==> src/rtl/sdram_arbiter_pkg.sv <==
// Shared types and constants for the SDRAM slot arbiter and its slot timing helper.
// Combinational definitions only; no latency, no flow control.
package sdram_arbiter_pkg;

  localparam int         ADDR_W     = 25;
  localparam int         DATA_W     = 8;
  localparam logic [2:0] PHASE_LAST = 3'd7;

  typedef logic [ADDR_W-1:0] addr_t;
  typedef logic [DATA_W-1:0] data_t;

  typedef enum logic [1:0] {
    IDLE_SLOT = 2'd0,
    LD_SLOT   = 2'd1,
    CPU_SLOT  = 2'd2,
    VID_SLOT  = 2'd3
  } slot_e;

endpackage

==> src/rtl/sdram_arbiter_if.sv <==
// Requester ports plus the SDRAM controller port seen by the arbiter.
// No latency of its own; req is held until the matching one-clock ack.
interface sdram_arbiter_if;
  import sdram_arbiter_pkg::*;

  logic  ld_req;
  logic  ld_we;
  addr_t ld_addr;
  data_t ld_din;
  logic  ld_ack;

  logic  cpu_req;
  logic  cpu_we;
  addr_t cpu_addr;
  data_t cpu_din;
  data_t cpu_dout;
  logic  cpu_ack;

  logic  vid_req;
  addr_t vid_addr;
  data_t vid_dout;
  logic  vid_ack;

  addr_t mem_addr;
  data_t mem_din;
  logic  mem_oe;
  logic  mem_we;
  data_t mem_dout;

  modport slave (
    input  ld_req, ld_we, ld_addr, ld_din,
    input  cpu_req, cpu_we, cpu_addr, cpu_din,
    input  vid_req, vid_addr,
    input  mem_dout,
    output ld_ack, cpu_dout, cpu_ack, vid_dout, vid_ack,
    output mem_addr, mem_din, mem_oe, mem_we
  );

  modport master (
    output ld_req, ld_we, ld_addr, ld_din,
    output cpu_req, cpu_we, cpu_addr, cpu_din,
    output vid_req, vid_addr,
    output mem_dout,
    input  ld_ack, cpu_dout, cpu_ack, vid_dout, vid_ack,
    input  mem_addr, mem_din, mem_oe, mem_we
  );

endinterface

==> src/rtl/sdram_arbiter_slot_phase.sv <==
// Slot phase counter: a clkref rising edge zeroes phase on the next clock, else it counts 0..7.
// One clock from clkref edge to phase 0; no flow control.
module slot_phase (
  input  logic       clk,
  input  logic       reset,
  input  logic       clkref_i,
  output logic [2:0] phase_o
);

  logic       clkref_q;
  logic [2:0] phase_q;
  logic [2:0] phase_d;

  // The edge detector is left out of reset so a clkref held high never looks like a fresh edge.
  always_ff @(posedge clk) begin
    clkref_q <= clkref_i;
  end

  always_comb begin
    phase_d = phase_q + 3'd1;
    if (clkref_i && !clkref_q) begin
      phase_d = 3'd0;
    end
  end

  always_ff @(posedge clk) begin
    if (reset) begin
      phase_q <= 3'd0;
    end else begin
      phase_q <= phase_d;
    end
  end

  assign phase_o = phase_q;

endmodule

==> src/rtl/sdram_arbiter.sv <==
// Grants one loader/CPU/video access per 8-clock slot; controller inputs held for the whole slot.
// Ack 8 clocks after a grant at phase 7; requesters wait with req high, idle slots feed refresh.
module sdram_arbiter
  import sdram_arbiter_pkg::*;
#(
  parameter int CAPTURE_PHASE = 6,
  parameter int REFRESH_MAX   = 7
) (
  input  logic           clk,
  input  logic           reset,
  input  logic           clkref,
  sdram_arbiter_if.slave bus
);

  localparam int                BUSY_W    = $clog2(REFRESH_MAX + 1);
  localparam logic [BUSY_W-1:0] BUSY_MAX  = BUSY_W'(REFRESH_MAX);
  localparam logic [2:0]        CAP_PHASE = 3'(CAPTURE_PHASE);

  logic [2:0]        phase;
  slot_e             state_q, state_d;
  logic [BUSY_W-1:0] busy_q, busy_d;
  logic              last_vid_q, last_vid_d;
  addr_t             mem_addr_q, mem_addr_d;
  data_t             mem_din_q, mem_din_d;
  logic              mem_oe_q, mem_oe_d;
  logic              mem_we_q, mem_we_d;
  data_t             cpu_dout_q, cpu_dout_d;
  data_t             vid_dout_q, vid_dout_d;

  slot_phase u_slot_phase (
    .clk      (clk),
    .reset    (reset),
    .clkref_i (clkref),
    .phase_o  (phase)
  );

  always_comb begin
    state_d    = state_q;
    busy_d     = busy_q;
    last_vid_d = last_vid_q;
    mem_addr_d = mem_addr_q;
    mem_din_d  = mem_din_q;
    mem_oe_d   = mem_oe_q;
    mem_we_d   = mem_we_q;
    cpu_dout_d = cpu_dout_q;
    vid_dout_d = vid_dout_q;

    if (phase == PHASE_LAST) begin
      if (busy_q == BUSY_MAX) begin
        state_d = IDLE_SLOT;
      end else if (bus.ld_req) begin
        state_d = LD_SLOT;
      end else if (bus.cpu_req && bus.vid_req) begin
        state_d = last_vid_q ? CPU_SLOT : VID_SLOT;
      end else if (bus.cpu_req) begin
        state_d = CPU_SLOT;
      end else if (bus.vid_req) begin
        state_d = VID_SLOT;
      end else begin
        state_d = IDLE_SLOT;
      end

      case (state_d)
        LD_SLOT: begin
          mem_addr_d = bus.ld_addr;
          mem_din_d  = bus.ld_din;
          mem_we_d   = bus.ld_we;
          mem_oe_d   = ~bus.ld_we;
        end
        CPU_SLOT: begin
          mem_addr_d = bus.cpu_addr;
          mem_din_d  = bus.cpu_din;
          mem_we_d   = bus.cpu_we;
          mem_oe_d   = ~bus.cpu_we;
          last_vid_d = 1'b0;
        end
        VID_SLOT: begin
          mem_addr_d = bus.vid_addr;
          mem_we_d   = 1'b0;
          mem_oe_d   = 1'b1;
          last_vid_d = 1'b1;
        end
        default: begin
          // Address and data are left alone so the controller bus does not toggle during refresh.
          mem_we_d = 1'b0;
          mem_oe_d = 1'b0;
        end
      endcase

      if (state_d == IDLE_SLOT) begin
        busy_d = '0;
      end else if (busy_q != BUSY_MAX) begin
        busy_d = busy_q + BUSY_W'(1);
      end
    end

    if ((phase == CAP_PHASE) && mem_oe_q) begin
      if (state_q == CPU_SLOT) begin
        cpu_dout_d = bus.mem_dout;
      end
      if (state_q == VID_SLOT) begin
        vid_dout_d = bus.mem_dout;
      end
    end
  end

  always_ff @(posedge clk) begin
    if (reset) begin
      state_q    <= IDLE_SLOT;
      busy_q     <= '0;
      last_vid_q <= 1'b0;
      mem_addr_q <= '0;
      mem_din_q  <= '0;
      mem_oe_q   <= 1'b0;
      mem_we_q   <= 1'b0;
      cpu_dout_q <= '0;
      vid_dout_q <= '0;
    end else begin
      state_q    <= state_d;
      busy_q     <= busy_d;
      last_vid_q <= last_vid_d;
      mem_addr_q <= mem_addr_d;
      mem_din_q  <= mem_din_d;
      mem_oe_q   <= mem_oe_d;
      mem_we_q   <= mem_we_d;
      cpu_dout_q <= cpu_dout_d;
      vid_dout_q <= vid_dout_d;
    end
  end

  // Ack marks the last phase of the served slot, which is also the next grant decision.
  assign bus.ld_ack   = (state_q == LD_SLOT)  && (phase == PHASE_LAST);
  assign bus.cpu_ack  = (state_q == CPU_SLOT) && (phase == PHASE_LAST);
  assign bus.vid_ack  = (state_q == VID_SLOT) && (phase == PHASE_LAST);
  assign bus.cpu_dout = cpu_dout_q;
  assign bus.vid_dout = vid_dout_q;
  assign bus.mem_addr = mem_addr_q;
  assign bus.mem_din  = mem_din_q;
  assign bus.mem_oe   = mem_oe_q;
  assign bus.mem_we   = mem_we_q;

endmodule

==> src/flat_wrapper.sv <==
// flat-port wrapper written by rule: the top's interface ports become plain ports
module sdram_arbiter_flat import sdram_arbiter_pkg::*;
#(
  parameter int CAPTURE_PHASE = 6,
  parameter int REFRESH_MAX   = 7
)
  (clk, reset, clkref, bus_ld_req, bus_ld_we, bus_ld_addr, bus_ld_din, bus_cpu_req, bus_cpu_we, bus_cpu_addr, bus_cpu_din, bus_vid_req, bus_vid_addr, bus_mem_dout, bus_ld_ack, bus_cpu_dout, bus_cpu_ack, bus_vid_dout, bus_vid_ack, bus_mem_addr, bus_mem_din, bus_mem_oe, bus_mem_we);
  sdram_arbiter_if bus_i ();
  input  logic clk;
  input  logic reset;
  input  logic clkref;
  input wire logic [$bits(bus_i.ld_req)-1:0] bus_ld_req;
  input wire logic [$bits(bus_i.ld_we)-1:0] bus_ld_we;
  input wire logic [$bits(bus_i.ld_addr)-1:0] bus_ld_addr;
  input wire logic [$bits(bus_i.ld_din)-1:0] bus_ld_din;
  input wire logic [$bits(bus_i.cpu_req)-1:0] bus_cpu_req;
  input wire logic [$bits(bus_i.cpu_we)-1:0] bus_cpu_we;
  input wire logic [$bits(bus_i.cpu_addr)-1:0] bus_cpu_addr;
  input wire logic [$bits(bus_i.cpu_din)-1:0] bus_cpu_din;
  input wire logic [$bits(bus_i.vid_req)-1:0] bus_vid_req;
  input wire logic [$bits(bus_i.vid_addr)-1:0] bus_vid_addr;
  input wire logic [$bits(bus_i.mem_dout)-1:0] bus_mem_dout;
  output wire logic [$bits(bus_i.ld_ack)-1:0] bus_ld_ack;
  output wire logic [$bits(bus_i.cpu_dout)-1:0] bus_cpu_dout;
  output wire logic [$bits(bus_i.cpu_ack)-1:0] bus_cpu_ack;
  output wire logic [$bits(bus_i.vid_dout)-1:0] bus_vid_dout;
  output wire logic [$bits(bus_i.vid_ack)-1:0] bus_vid_ack;
  output wire logic [$bits(bus_i.mem_addr)-1:0] bus_mem_addr;
  output wire logic [$bits(bus_i.mem_din)-1:0] bus_mem_din;
  output wire logic [$bits(bus_i.mem_oe)-1:0] bus_mem_oe;
  output wire logic [$bits(bus_i.mem_we)-1:0] bus_mem_we;
  assign bus_i.ld_req = bus_ld_req;
  assign bus_i.ld_we = bus_ld_we;
  assign bus_i.ld_addr = bus_ld_addr;
  assign bus_i.ld_din = bus_ld_din;
  assign bus_i.cpu_req = bus_cpu_req;
  assign bus_i.cpu_we = bus_cpu_we;
  assign bus_i.cpu_addr = bus_cpu_addr;
  assign bus_i.cpu_din = bus_cpu_din;
  assign bus_i.vid_req = bus_vid_req;
  assign bus_i.vid_addr = bus_vid_addr;
  assign bus_i.mem_dout = bus_mem_dout;
  assign bus_ld_ack = bus_i.ld_ack;
  assign bus_cpu_dout = bus_i.cpu_dout;
  assign bus_cpu_ack = bus_i.cpu_ack;
  assign bus_vid_dout = bus_i.vid_dout;
  assign bus_vid_ack = bus_i.vid_ack;
  assign bus_mem_addr = bus_i.mem_addr;
  assign bus_mem_din = bus_i.mem_din;
  assign bus_mem_oe = bus_i.mem_oe;
  assign bus_mem_we = bus_i.mem_we;
  sdram_arbiter #(.CAPTURE_PHASE(CAPTURE_PHASE), .REFRESH_MAX(REFRESH_MAX)) u_core (.clk(clk), .reset(reset), .clkref(clkref), .bus(bus_i));
endmodule
==> config.mk <==
export PLATFORM = sky130hd
export DESIGN_NAME = sdram_arbiter_flat
export DESIGN_NICKNAME = d
export VERILOG_FILES = /design/src/rtl/sdram_arbiter_pkg.sv /design/src/rtl/sdram_arbiter_if.sv /design/src/rtl/sdram_arbiter_slot_phase.sv /design/src/rtl/sdram_arbiter.sv /design/src/flat_wrapper.sv
export SDC_FILE = /design/constraint.sdc
export NUM_CORES = 1
export LEC_CHECK = 0
export ABC_AREA = 1
export BUFFER_PORTS_ARGS = -buffer_cell sky130_fd_sc_hd__buf_4
export CAP_MARGIN = 20
export CORE_MARGIN = 8
export CORE_UTILIZATION = 44
export DETAILED_ROUTE_END_ITERATION = 7
export GPL_TIMING_DRIVEN = 0
export PLACE_DENSITY = 0.77
export SYNTH_ARGS = -nofsm -noshare
export SYNTH_HDL_FRONTEND = slang
export SYNTH_SLANG_ARGS = --single-unit
export TNS_END_PERCENT = 100
==> constraint.sdc <==
create_clock -name clk -period 2.4 [get_ports clk]
set_clock_uncertainty 0.05 [all_clocks]
set_input_delay 0 -clock clk [delete_from_list [all_inputs] [get_ports clk]]
set_output_delay 0 -clock clk [all_outputs]
set_load 0.01 [all_outputs]
# Word-level counts from Yosys, hierarchy flattened
# Index checks and enable logic that the tools add are counted.
op_classes:
  addsub: 2
  eq_ne: 10
  muxes: 14
  bitwise_logic: 2
  n_reduce_logical: 19
op_table:
  columns: ["operator", "n"]
  rows:
  - ["$pmux 25 s3", 1]
  - ["$pmux 8 s2", 1]
  - ["$mux 2", 6]
  - ["$reduce_and 2->1", 6]
  - ["$eq 3x3->1 const B", 3]
  - ["$eq 2x2->1 const B", 4]
  - ["$add 3x1->3 const B", 2]
  - ["$logic_and 1x1->1", 6]
  - ["$mux 3", 2]
  - ["$reduce_bool 2->1", 3]
  - ["$eq 2x1->1 const B", 2]
  - ["$pmux 1 s2", 2]
  - ["$ne 3x3->1 const B", 1]
  - ["$pmux 1 s3", 1]
  - ["$reduce_bool 3->1", 1]
  - ["$logic_not 2->1", 1]
  - ["$not 1->1", 2]
  - ["$reduce_or 2->1", 1]
  - ["$logic_not 1->1", 1]
  - ["$mux 1", 1]
word_totals:
  register_bits: 61
  elab_cells: 58

# Longest topological paths before layout
logic_depth:
  word_depth: 9
  mapped_depth: 12
  ltp_nobuf: 11

# Cells and area by module
# A second synthesis with hierarchy kept.
unflattened:
  hier_cells: 538
  hier_area_um2: 3298.2
by_module_without_submodules:
  columns: ["mod", "n_inst", "cells_each", "area_per_inst_um2", "seq_area_each_um2"]
  rows:
  - ["sdram_arbiter", 1, 520, 3149.3, 1141.1]
  - ["slot_phase", 1, 18, 148.9, 80.1]

# Worst setup path before layout
# OpenSTA, ideal clock, no wires.
synth_path:
  kind: "reg2reg"
  startpoint: "register u_core.busy_q[0]"
  endpoint: "register u_core.mem_we_q, in the netlist u_core.bus.mem_we"
  t_arrival_ns: 1.797
  path_slack_ns: 0.483
  stages_incl_launch_ff: 12
  n_path_buf: 1
  period_less_slack_ns: 1.917
  cell_sequence: "dfxtp_1 -> ha_1 -> ha_1 -> nor2_1 -> nand2_1 -> inv_1 -> ha_1 -> buf_2 -> clkinv_1 -> o21ai_0 -> nand2_1 -> a21oi_1"
synth_via:
  elab_chain_len: 5
synth_rtl:
  columns: ["element", "line", "text"]
  rows:
  - ["start: declaration", "sdram_arbiter.sv:21", "logic [BUSY_W-1:0] busy_q, busy_d;"]
  - ["start signal: assignment", "sdram_arbiter.sv:120", "busy_q <= busy_d;"]
  - ["$eq 3x3->1 (*)", "sdram_arbiter.sv:49", "if (busy_q == BUSY_MAX) begin"]
  - ["$mux 2 (*)", "sdram_arbiter.sv:49", null]
  - ["$mux 2 (*)", "sdram_arbiter.sv:48", "if (phase == PHASE_LAST) begin"]
  - ["$eq 2x2->1 or $eq 2x1->1 (tied branches)", "sdram_arbiter.sv:63", "case (state_d)"]
  - ["$pmux 1 s2 (*)", "sdram_arbiter.sv:63", null]
  - ["end signal: assignment", "sdram_arbiter.sv:125", "mem_we_q <= mem_we_d;"]
  - ["end: declaration", "sdram_arbiter.sv:26", "logic mem_we_q, mem_we_d;"]
# Mark *: on every way between the ends. The rest lies on a longest branch, timed or not. The select of a mux whose other input is x is not followed.
# A chain may end at the register's enable or synchronous reset.

# Worst setup path after layout
layout_path:
  startpoint: "register u_core.busy_q[0]"
  endpoint: "register u_core.mem_addr_q[14], in the netlist u_core.bus.mem_addr[14]"
layout_via:
  elab_chain_len: 6
layout_rtl:
  columns: ["element", "line", "text"]
  rows:
  - ["$eq 3x3->1 (*)", "sdram_arbiter.sv:49", null]
  - ["$mux 2 (*)", "sdram_arbiter.sv:49", null]
  - ["$mux 2 (*)", "sdram_arbiter.sv:48", null]
  - ["$eq 2x2->1 or $eq 2x1->1 (tied branches)", "sdram_arbiter.sv:63", null]
  - ["$reduce_bool 3->1 (no source line)", null, null]
  - ["$reduce_and 2->1 (no source line)", null, null]
  - ["end signal: assignment", "sdram_arbiter.sv:122", "mem_addr_q <= mem_addr_d;"]
  - ["end: declaration", "sdram_arbiter.sv:23", "addr_t mem_addr_q, mem_addr_d;"]
# Marked as above.

==> flow_summary.json <==
{
  "viasPerCell": 5.36,
  "portBuffers": 160,
  "drive_above_1_share_pct": 29.2,
  "crit_chain": "ha_1 > ha_1 > nor2_1 > nand2_1 > inv_1 > ha_1 > buf_2 > nor2_4 > buf_4 > a21oi_1 > a21oi_1",
  "hold_viol": 0,
  "crit_path_start_kind": "flop",
  "hp-class": "in -> reg",
  "fmax_ghz": 0.440,
  "numCtsBuffers": 9,
  "first_global_vias": 4331,
  "status": "finished clean",
  "die_w_um": 95.8,
  "start_util_pct": 44.9,
  "htree_num_levels": 3,
  "grt_pass1_wl_um": 21400,
  "relSlewSlack_pct": 69.2,
  "slowest_delay_ns": 0.34,
  "antenna_found_initial": 2,
  "layout_min_cycle_time_ns": 2.27,
  "yosysSeqAreaShare_pct": 43.6,
  "place_ws_ns": 0.0764,
  "clk-insertion-delay-late_ns": 0.34,
  "layout.area.seq_um2": 1220,
  "timing.max_cap.violations": 0,
  "wire_per_inst_um": 18.9,
  "syn-num-nets": 507,
  "cts_max_path_buffers": 2,
  "worstSetupPathType": "reg -> reg",
  "final_cell_mix": "buf_4, nand2_1, dlygate4sd3_1, a21oi_1, dfxtp_1",
  "final_common_cell": "buf_4",
  "clock-root-buffer": "clkbuf_8",
  "gp_congestion": 0.817,
  "irDropWorstVdd_uv": 350,
  "slowest_stage": "dfxtp_1",
  "crit_fanout": 10,
  "first_pass_iters": 6,
  "vias": 4025,
  "die_area_um2": 9180,
  "synth_cell_type_count": 19,
  "tightest_slew_ns": 0.461,
  "grt_max_degree": 11,
  "cts.sinks": 61,
  "timing.final.ws_setup_ns": 0.130,
  "synthesis.area_um2": 2800,
  "drt_iter0_drc": 237,
  "synth_warnings": 0,
  "arrival_ns": 2.44,
  "ios": 161,
  "num-nets-final": 783,
  "multi_input_area_um2": 1400,
  "synthCells": 391,
  "path_common_cell": "ha_1",
  "clkTransAtPathRegs_ns": 0.06,
  "grt_usage_pct": 30.8,
  "cts_tree": "built",
  "rows": 29,
  "grt-ovfl-total": 0,
  "drc_errors": 0,
  "p_total_uw": 2270,
  "dp.final_hpwl_um": 7870,
  "p_per_area_nw_per_um2": 424,
  "end_kind": "flop",
  "fin_tns_setup_ns": 0,
  "detail_route.wirelength_um": 14200,
  "leakage_uw": 0.00259,
  "avgSynthCellArea_um2": 7.17,
  "fill_cells": 344,
  "crit_required_ns": 2.57,
  "dieHeight_um": 95.8,
  "timing.final.crit_share_pct": 94.6,
  "syn2layout_area_growth_pct": 91.0,
  "ys_seq_elements": 61,
  "slew_violations": 0,
  "coreArea_um2": 6240,
  "setup_violations": 0,
  "ant_nets": 0
}
[per-layer routing]
metal / global-route usage, % / vias to the layer above / part of all wire (%)
li1: - / 1851 / -
met1: 29.9 / 1808 / 34
met2: 54.1 / 271 / 49
met3: 9.75 / 95 / 9.9
met4: 22.8 / 0 / 7.2
met5: 0 / - / 0
[Yosys cell counts (all sizes together)]
cell / n / share of area [%]
a211oi: 1 / 0.45
a21oi: 65 / 12
buf: 15 / 3.6
clkbuf: 6 / 0.80
clkinv: 1 / 0.13
dfxtp: 61 / 44
ha: 9 / 4.0
inv: 13 / 1.8
nand2: 110 / 15
nand3: 2 / 0.36
nor2: 37 / 6.1
nor3: 17 / 3.0
o21ai: 54 / 9.6
[final timing paths]
kind | start | endpoint | slack [ns] | cells past startpoint
worst max-delay path | u_core.busy_q[0]$_SDFFE_PP0P_ | u_core.bus.mem_addr[14]$_SDFFE_PP0P_ | 0.13 | 11
worst min-delay path | bus_vid_req | u_core.state_q[0]$_SDFFE_PP0P_ | 0.06 | 5
worst max register to register | u_core.busy_q[0]$_SDFFE_PP0P_ | u_core.bus.mem_addr[14]$_SDFFE_PP0P_ | 0.13 | 11
worst min register to register | u_core.u_slot_phase.phase_o[0]$_SDFF_PP0_ | u_core.u_slot_phase.phase_o[0]$_SDFF_PP0_ | 0.40 | 1
[through the flow]
stage | instance area [um^2] | hold WS [ns] | util, % | std cells
global placement | 4100 | 0.0639 | 65.7 | 628
detailed placement | 4100 | 0.0657 | 65.7 | 628
global route | 5350 | 0.0983 | 85.7 | 750
floorplan | 2800 | -0.0223 | - | 391
CTS | 5300 | 0.0623 | 84.9 | 747
finish | 5350 | 0.0589 | 85.8 | 751
[flip-flops by register name, summed over array words and instances (netlist names)]
| register | cells |
|---|---|
| u_core.bus.mem_din | 8 |
| u_core.u_slot_phase.phase_o | 3 |
| u_core.bus.cpu_dout | 8 |
| u_core.u_slot_phase.clkref_q | 1 |
| u_core.state_q | 2 |
| u_core.last_vid_q | 1 |
| u_core.bus.mem_addr | 25 |
| u_core.bus.mem_we | 1 |
| u_core.bus.vid_dout | 8 |
| u_core.busy_q | 3 |
| u_core.bus.mem_oe | 1 |
[critical path: cells and delay by family (launching register included)]
family,cells,cell delay (ns)
AO/OA/AOI/OAI,2,0.35
adder cells (fa/ha/maj),3,0.53
buffers and inverters,3,0.54
flip-flops,1,0.34
AND/OR/NAND/NOR,3,0.33
[final cells by class]
type                    count  share of cell area [%]
repair buffers            265                    42.3
multi-input cells         295                    26.2
flip-flops and latches     61                    22.8
clock buffers              13                    2.78
plain buffers              21                    2.69
well taps                  77                    1.80
inverters                  14                    1.10
clock inverters             2                   0.187
diodes                      3                   0.140
[cells by family (layout without fill, tap and decap cells)]
kind of cell / Yosys count / after routing / synth area share, %
adder cells (fa/ha/maj): 9 / 9 / 4.02
AND/OR/NAND/NOR: 166 / 166 / 24.4
AO/OA/AOI/OAI: 120 / 120 / 21.7
buffers and inverters: 35 / 315 / 6.34
flip-flops: 61 / 61 / 43.6
other: 0 / 3 / 0
[where the power goes]
group / total (uW) / switching [uW] / internal [uW] / leakage, uW
combinational: 454 / 181 / 273 / 0.00201
clock: 794 / 399 / 395 / 0.0000833
sequential: 1020 / 2.80 / 1020 / 0.000492
total: 2270 / 583 / 1690 / 0.00259
[repair_timing]
item | 4_1_cts | 5_1_grt
resized for setup | 0 | 13
setup buffers | 0 | 1
hold buffers | 104 | 0
endpoints found under the setup margin | 0 | 29
hold endpoints to repair | 57 | 0
No activity file was read; power rests on OpenSTA's default activity.
